### src/rtl/l2_arbiter_pkg.sv
// lc3b_types: shared line types, default widths and arbiter state encoding.
//   LINE_ADDR_W/LINE_W/LINE_SEL_W/GNT_CNT_W : default widths for the L2 arbiter
//   lc3b_line_addr, lc3b_line               : line address / line data types
//   arb_state_t                             : IDLE, OWN_I, OWN_D
package lc3b_types;
    localparam int LINE_ADDR_W = 12;
    localparam int LINE_W      = 128;
    localparam int LINE_SEL_W  = 16;
    localparam int GNT_CNT_W   = 16;
    typedef logic [LINE_ADDR_W-1:0] lc3b_line_addr;
    typedef logic [LINE_W-1:0] lc3b_line;
    typedef enum logic [1:0] {IDLE, OWN_I, OWN_D} arb_state_t;
endpackage

### src/rtl/l2_arbiter_gnt_counter.sv
// arb_gnt_counter: saturating event counter.
//   clk, rst_n : clock, asynchronous active-low reset
//   i_inc      : count one event (held once all-ones)
//   i_clr      : synchronous clear
//   o_cnt      : current count
module arb_gnt_counter #(
    parameter int CNT_W = 16
) (
    input  logic             clk,
    input  logic             rst_n,
    input  logic             i_inc,
    input  logic             i_clr,
    output logic [CNT_W-1:0] o_cnt
);
    logic [CNT_W-1:0] r_cnt;
    always_ff @(posedge clk or negedge rst_n)
        if (!rst_n) r_cnt <= '0;
        else if (i_clr) r_cnt <= '0;
        else if (i_inc && r_cnt != '1) r_cnt <= r_cnt + CNT_W'(1);
    assign o_cnt = r_cnt;
endmodule

### src/rtl/l2_arbiter.sv
// l2_arbiter: round-robin Wishbone arbiter sharing the L2 slave between I and D L1 caches.
//   clk, rst_n                        : clock, asynchronous active-low reset
//   i_{cyc,stb,we,adr,sel,dat_m}      : port I master request
//   i_dat_s, i_ack                    : port I read data / acknowledge
//   d_*                               : same set for port D
//   l2_{cyc,stb,we,adr,sel,dat_m}     : muxed request to the L2 slave
//   l2_dat_s, l2_ack                  : L2 slave response
//   gnt_cnt_i, gnt_cnt_d              : saturating completed-transaction counts
module l2_arbiter
    import lc3b_types::*;
#(
    parameter int ADDR_W = LINE_ADDR_W,
    parameter int DATA_W = LINE_W,
    parameter int SEL_W  = LINE_SEL_W,
    parameter int CNT_W  = GNT_CNT_W
) (
    input  logic              clk,
    input  logic              rst_n,
    input  logic              i_cyc,
    input  logic              i_stb,
    input  logic              i_we,
    input  logic [ADDR_W-1:0] i_adr,
    input  logic [SEL_W-1:0]  i_sel,
    input  logic [DATA_W-1:0] i_dat_m,
    output logic [DATA_W-1:0] i_dat_s,
    output logic              i_ack,
    input  logic              d_cyc,
    input  logic              d_stb,
    input  logic              d_we,
    input  logic [ADDR_W-1:0] d_adr,
    input  logic [SEL_W-1:0]  d_sel,
    input  logic [DATA_W-1:0] d_dat_m,
    output logic [DATA_W-1:0] d_dat_s,
    output logic              d_ack,
    output logic              l2_cyc,
    output logic              l2_stb,
    output logic              l2_we,
    output logic [ADDR_W-1:0] l2_adr,
    output logic [SEL_W-1:0]  l2_sel,
    output logic [DATA_W-1:0] l2_dat_m,
    input  logic [DATA_W-1:0] l2_dat_s,
    input  logic              l2_ack,
    output logic [CNT_W-1:0]  gnt_cnt_i,
    output logic [CNT_W-1:0]  gnt_cnt_d
);
    arb_state_t r_state, w_next;
    logic r_rr, w_rr_next, w_inc_i, w_inc_d;
    logic w_req_i, w_req_d, w_own_i, w_own_d;

    assign w_req_i = i_cyc & i_stb;
    assign w_req_d = d_cyc & d_stb;
    assign w_own_i = r_state == OWN_I;
    assign w_own_d = r_state == OWN_D;

    always_ff @(posedge clk or negedge rst_n)
        if (!rst_n) begin
            r_state <= IDLE;
            r_rr    <= 1'b0;
        end else begin
            r_state <= w_next;
            r_rr    <= w_rr_next;
        end

    // rr=0 prefers I; a completed grant points rr at the other port, an abort leaves it alone
    always_comb begin
        w_next    = r_state;
        w_rr_next = r_rr;
        w_inc_i   = 1'b0;
        w_inc_d   = 1'b0;
        case (r_state)
            IDLE:  w_next = (w_req_i && (!w_req_d || !r_rr)) ? OWN_I : w_req_d ? OWN_D : IDLE;
            OWN_I: begin
                w_next    = (l2_ack || !i_cyc) ? IDLE : OWN_I;
                w_rr_next = l2_ack ? 1'b1 : r_rr;
                w_inc_i   = l2_ack;
            end
            OWN_D: begin
                w_next    = (l2_ack || !d_cyc) ? IDLE : OWN_D;
                w_rr_next = l2_ack ? 1'b0 : r_rr;
                w_inc_d   = l2_ack;
            end
            default: w_next = IDLE;
        endcase
    end

    assign l2_cyc   = (w_own_i & i_cyc) | (w_own_d & d_cyc);
    assign l2_stb   = (w_own_i & i_stb) | (w_own_d & d_stb);
    assign l2_we    = (w_own_i & i_we) | (w_own_d & d_we);
    assign l2_adr   = w_own_i ? i_adr : w_own_d ? d_adr : '0;
    assign l2_sel   = w_own_i ? i_sel : w_own_d ? d_sel : '0;
    assign l2_dat_m = w_own_i ? i_dat_m : w_own_d ? d_dat_m : '0;
    assign i_ack    = l2_ack & w_own_i;
    assign d_ack    = l2_ack & w_own_d;
    assign i_dat_s  = l2_dat_s;
    assign d_dat_s  = l2_dat_s;

    arb_gnt_counter #(.CNT_W(CNT_W)) u_cnt_i (
        .clk(clk), .rst_n(rst_n), .i_inc(w_inc_i), .i_clr(1'b0), .o_cnt(gnt_cnt_i)
    );
    arb_gnt_counter #(.CNT_W(CNT_W)) u_cnt_d (
        .clk(clk), .rst_n(rst_n), .i_inc(w_inc_d), .i_clr(1'b0), .o_cnt(gnt_cnt_d)
    );
endmodule

### config.mk
export PLATFORM = sky130hd
export DESIGN_NAME = l2_arbiter
export DESIGN_NICKNAME = d
export VERILOG_FILES = /design/src/rtl/l2_arbiter_pkg.sv /design/src/rtl/l2_arbiter_gnt_counter.sv /design/src/rtl/l2_arbiter.sv
export SDC_FILE = /design/constraint.sdc
export NUM_CORES = 1
export LEC_CHECK = 0
export BUFFER_PORTS_ARGS = -buffer_cell sky130_fd_sc_hd__buf_2
export CORE_AREA = 2 2 346 348
export CTS_CLUSTER_SIZE = 24
export DETAILED_ROUTE_END_ITERATION = 8
export DIE_AREA = 0 0 348 350
export PLACE_DENSITY_LB_ADDON = 0.25
export SYNTH_ARGS = -nofsm -noshare
export SYNTH_HDL_FRONTEND = slang
export SYNTH_SLANG_ARGS = --single-unit
### constraint.sdc
create_clock -name clk -period 2.95 [get_ports clk]
set_clock_uncertainty 0.2 [all_clocks]
set_input_delay 0.1475 -clock clk [delete_from_list [all_inputs] [get_ports clk]]
set_output_delay 0.1475 -clock clk [all_outputs]
set_load 0.03 [all_outputs]
# Word-level counts from Yosys, hierarchy flattened
# Index checks and enable logic that the tools add are counted.
[totals] elab_cells=54 mem_bits_rw=0 output_inout_bits=449 inputBits=449 rom_bits=0 n_memories=0 latchBits=0 register_bits=35
[op_classes] n_reduce_logical=13 n_eq_ne=6 n_addsub=2 bitwise=13 mul=0 div=0 n_lt_le_gt_ge=0 mux=16 shifts=0
[op_table] cell="$mux W128" n=2
[op_table] cell="$add A16 B1 Y16 const B" n=2
[op_table] cell="$mux W16" n=2
[op_table] cell="$ne A16 B16 Y1 const B" n=2
[op_table] cell="$mux W12" n=2
[op_table] cell="$and A1 B1 Y1" n=10
[op_table] cell="$mux W2" n=3
[op_table] cell="$pmux W2 S3" n=1
[op_table] cell="$mux W1" n=5
[op_table] cell="$logic_not A1 Y1" n=4
[op_table] cell="$ne A2 B2 Y1 const B" n=2
[op_table] cell="$logic_and A1 B1 Y1" n=3
[op_table] cell="$logic_or A1 B1 Y1" n=3
[op_table] cell="$or A1 B1 Y1" n=3
[op_table] cell="$reduce_and A3 Y1" n=1
[op_table] cell="$eq A2 B1 Y1 const B" n=1
[op_table] cell="$eq A2 B2 Y1 const B" n=1
[op_table] cell="$logic_not A2 Y1" n=1
[op_table] cell="$pmux W1 S2" n=1
[op_table] cell="$reduce_bool A2 Y1" n=1

# Depth between registers and ports, before layout
[logic_depth] ltp_word=6 depth_mapped=6 ltp_nobuf=5

# Cells and area by module
# A second synthesis with hierarchy kept.
[unflattened] hier_cells=666 area_unflattened_um2=5655.4
[by_module_without_submodules] mod="l2_arbiter" area_per_inst_um2=3771.1 cells_per_inst=470 seq_area_each_um2=75.1 instances=1
[by_module_without_submodules] mod="arb_gnt_counter" area_per_inst_um2=942.2 cells_per_inst=98 seq_area_each_um2=400.4 instances=2

# Least setup slack after synthesis
# Ideal clock, no wire load.
[synth_timing] path_type="reg-to-reg" from="register u_cnt_d.r_cnt[0] (netlist: u_cnt_d.o_cnt[0])" to="register u_cnt_d.r_cnt[1] (netlist: u_cnt_d.o_cnt[1])" period_less_slack_ns=2.346 t_required_ns=2.622 path_slack_ns=0.604 t_arrival_ns=2.018 setup_ns=0.128 path_buffers=1 path_stages_with_launch=7 cell_sequence="dfrtp_1 -> ha_1 -> nand2_1 -> or4_1 -> buf_2 -> o21ai_2 -> mux2_1"
[synth_via] elab_chain_len=2 elab_cells_between_ends=3 cone_classes="1 x add/sub; 1 x eq/ne; 1 x reduce/logical"
[synth_rtl] item="from (decl)" line_no="l2_arbiter_gnt_counter.sv:15" rtl="logic [CNT_W-1:0] r_cnt;"
[synth_rtl] item="from (signal assigned)" line_no="l2_arbiter_gnt_counter.sv:19" rtl="else if (i_inc && r_cnt != '1) r_cnt <= r_cnt + CNT_W'(1);"
[synth_rtl] item="branches (longest 2 deep; another with $add A16 B1 Y16)"
# Several ways; the timed one is not identified.
# A chain may end at the register's enable or synchronous reset.

# Final worst setup path
[layout_timing] from="register r_state[1]" to="output l2_dat_m[75]"
[layout_via] elab_chain_len=3 elab_cells_between_ends=4 cone_classes="2 x eq/ne; 2 x mux"
[layout_rtl] item="from (decl)" line_no="l2_arbiter.sv:46" rtl="arb_state_t r_state, w_next;"
[layout_rtl] item="from (signal assigned)" line_no="l2_arbiter.sv:60" rtl="r_state <= w_next;"
[layout_rtl] item="$eq A2 B2 Y1" line_no="l2_arbiter.sv:53" rtl="assign w_own_d = r_state == OWN_D;"
[layout_rtl] item="$mux W128" line_no="l2_arbiter.sv:91" rtl="assign l2_dat_m = w_own_i ? i_dat_m : w_own_d ? d_dat_m : '0;"
[layout_rtl] item="$mux W128 (*)" line_no="l2_arbiter.sv:91"
[layout_rtl] item="to (decl)" line_no="l2_arbiter.sv:40" rtl="output logic [DATA_W-1:0] l2_dat_m,"
# Mark *: on every way between the ends. The rest lies on a longest branch, timed or not.

==> results.md <==
- DP HPWL: 37.59 mm
- Vias in the first global route: 5,670
- Worst IR drop on VDD: about 0.17 mV
- Largest net degree at the start of global routing: 78
- Share of the clock period used by the worst path: 0.8329
- Routed Antenna Nets: 0
- Die Y: 350 um
- Synth area leader: buf_4
- CTS tree: done
- Clock transition at path regs: roughly 0.050 ns
- CP required: about 2.6 ns
- Async SR Flop Fraction: 1.000
- Via density: 2.369
- Final Setup Violations: 0
- Vias: between 5,000 and 6,000
- R2R Path Start: u_cnt_d.o_cnt[0]$_DFFE_PN0P_
- Static Leak: 0.003747 uW
- All-Layer GR Usage: 0.06264
- Max_cap viols: 0
- Area grow syn2layout: 51.99%
- Relative slew slack: 0.4144
- Status: completed
- Clock power share: 0.173
- FP Rows: 126
- Internal power: 1430 uW
- Finished Layout Cells: 2,407
- Yosys reg bits: 35
- Core ar.: 0.1178 sq mm
- Clock Path Buffers: 2
- Post-Syn Area: 0.005244 sq mm
- Worst EP arrival: about 2.1 ns
- Post-synth EDFFs: 0
- Hold Path Sink: r_state[1]$_DFF_PN0_
- CTS root buf: clkbuf_16
- Largest fanout on the critical path: 73
- Reg2Reg Capture Point: u_cnt_d.o_cnt[1]$_DFFE_PN0P_
- Top-area cell type share of the netlist area: 0.3665
- Pwr per Cell Area: 366.1 mW/mm^2
- Nets: 1,306
- Tightest Pin Transition: 0.8783 ns
- Total negative slack: 0 ns
- Clock H-tree levels: 2
- Largest cells by area after synthesis: buf_4 (37%), a22o_1 (27%), dfrtp_1 (17%)
- Worst Hold Depth: 2
- R2R depth: 5
- Post-DR wirelength/cell: 17.50 um
- Avg Inst Size Synth: 8.431 sq um
- GR Util met1: 0.06166
- Switching share of power: 0.5099
- Worst hold path type: in2reg
- Met3 Usage GRT: 0.05230
- CTS sink cnt: 35
- Setup repair bufs after CTS: 0
- Fill count: 13,910
- Critical path launch point type: register
- Commonest cells post-synth: buf_4 (256), a22o_1 (159), dfrtp_1 (35), clkbuf_1 (23), nand3_1 (17)
- Gr ovfl total: 0
- Met2 Usage GRT: 0.09206
- Logic pwr share: 0.614
- First-pass GRT wire length: 51.25 mm
- Syn Inst Count: slightly above 600
- RSZ-0062 raised after global routing: false
- Reg area: 875.8 sq um
- Hold Buf Count CTS: 1
- Top Ports: about 900
- Distinct cells, synth: between 40 and 50
- I/O Buffers: 513
- Most frequent cell after synthesis: buf_4
- Worst setup path class: reg2out
- Switching Power: roughly 1500 uW
- Main synth FF type: dfrtp_1
- Routed wire length: 42.12 mm
- Sequential area share after synthesis: 0.1670
- Crit path time final: approximately 2.5 ns
- Multi-input logic area: 0.002277 sq mm
- Sequential share of power: 0.212
- Syn nets: about 1,100
- Fin. Hold Viols: 0
- DRT iter0 DRCs: between 200 and 300
- Fin. max-slew vios: 0
- Hold path startpoint: d_cyc
- GP Congestion: 0.7794
- Cts bufs inserted: 5
- Initial Util: 0.04453
- Clock Latency Late Sink: 0.28 ns
- Initial antenna violation count: 26
- Ratio of cells with drive above 1 in the final layout: 0.6253
- Grt peak-use layer: met2
- Fmax: 0.4070 GHz
- DIE WIDTH: between 300 and 400 um
- DR pass1 iterations: 4
- Worst Setup End Kind: output port
- Syn. warnings: 0
- Remaining DRCs: 0
- Dpl cells: 2,383
- CTS-repair resized insts: 0
- Die outline area: 0.1218 sq mm
- R2R setup slack: between 0.6 and 0.7 ns
-- worst max path at each step --
stage                                 startpoint                      endpoint  slack (ns)  cells past startpoint
detailed placement  u_cnt_d.o_cnt[0]$_DFFE_PN0P_  u_cnt_d.o_cnt[1]$_DFFE_PN0P_        0.61                      5
global route                r_state[1]$_DFF_PN0_                  l2_dat_m[62]        0.40                      6
floorplan           u_cnt_d.o_cnt[0]$_DFFE_PN0P_  u_cnt_d.o_cnt[1]$_DFFE_PN0P_        0.60                      6
finish                      r_state[1]$_DFF_PN0_                  l2_dat_m[75]        0.49                      6
global placement    u_cnt_d.o_cnt[0]$_DFFE_PN0P_  u_cnt_d.o_cnt[1]$_DFFE_PN0P_        0.57                      5
CTS                         r_state[1]$_DFF_PN0_                  l2_dat_m[97]        0.49                      5
-- worst max-delay path, cell delays in order (launching register included) --
cell and delay [ns]:
dfrtp_1 0.47, inv_1 0.13, nor2_4 0.16, buf_12 0.27, buf_12 0.24, a22o_1 0.16
buf_2 0.20
-- cell type report --
class	instances	share of cell area
Timing Repair Buffer	521	0.3394
Multi-Input combinational cell	287	0.2857
Tap cell	1536	0.2411
Sequential cell	35	0.1099
Clock buffer	6	0.01617
Antenna cell	17	0.005338
Inverter	5	0.002355
-- metrics by stage --
| step | instance area (sq um) | hold WS, ns | setup slack (ns) | power (uW) | util |
|---|---|---|---|---|---|
| floorplan | 5244 | -0.3481 | 0.6041 | 2262 | - |
| global placement | 7789 | 0.09530 | 0.5704 | 2476 | 0.06614 |
| detailed placement | 7789 | 0.09530 | 0.6082 | 2459 | 0.06614 |
| CTS | 7928 | 0.006829 | 0.4921 | 2981 | 0.06732 |
| global route | 7940 | 0.01673 | 0.3974 | 3106 | 0.06742 |
| finish | 7970 | 0.008640 | 0.4930 | 2918 | 0.06768 |
-- metal layers --
metal | part of all wire | up-vias
li1 | - | 2499
met1 | 0.34 | 2520
met2 | 0.42 | 551
met3 | 0.18 | 126
met4 | 0.056 | 6
met5 | 0.00097 | -
-- placed cells by master, fill, tap and decap left out, drive strengths merged, types with 3 or more instances in the layout --
| master | count |
|---|---|
| clkbuf | 6 |
| nand4 | 10 |
| nor3 | 3 |
| a21oi | 5 |
| diode | 17 |
| and3 | 6 |
| nor2 | 12 |
| o21a | 3 |
| a31oi | 7 |
| buf | 520 |
| xor2 | 6 |
| nand3b | 4 |
| and4 | 3 |
| mux2 | 4 |
| xnor2 | 12 |
| a22o | 159 |
| nand3 | 17 |
| dfrtp | 35 |
| nor4 | 5 |
| nand2 | 12 |
| inv | 5 |
-- kinds of logic after synthesis --
logic type	count (synthesis)	share of synthesized area
compound gates	183	0.2968
xor+xnor	18	0.03006
fa+ha+maj	2	0.004771
buf+inv	300	0.4016
flops	35	0.1670
mux	5	0.01050
simple gates	79	0.08924
-- registers in the layout (all words and copies together), names as in the netlist --
| signal | flops |
|---|---|
| r_state | 2 |
| u_cnt_d.o_cnt | 16 |
| r_rr | 1 |
| u_cnt_i.o_cnt | 16 |
-- power groups by stage --
stage / Sequential, uW / Combinational (uW) / Clock (uW)
final: 620 / 1790 / 505
after global routing: 631 / 1930 / 542
after CTS: 622 / 1840 / 524
after detailed placement: 629 / 1830 / 0
after global placement: 630 / 1850 / 0
after floorplan: 702 / 1560 / 0
Power figures use the tool's default switching activity.
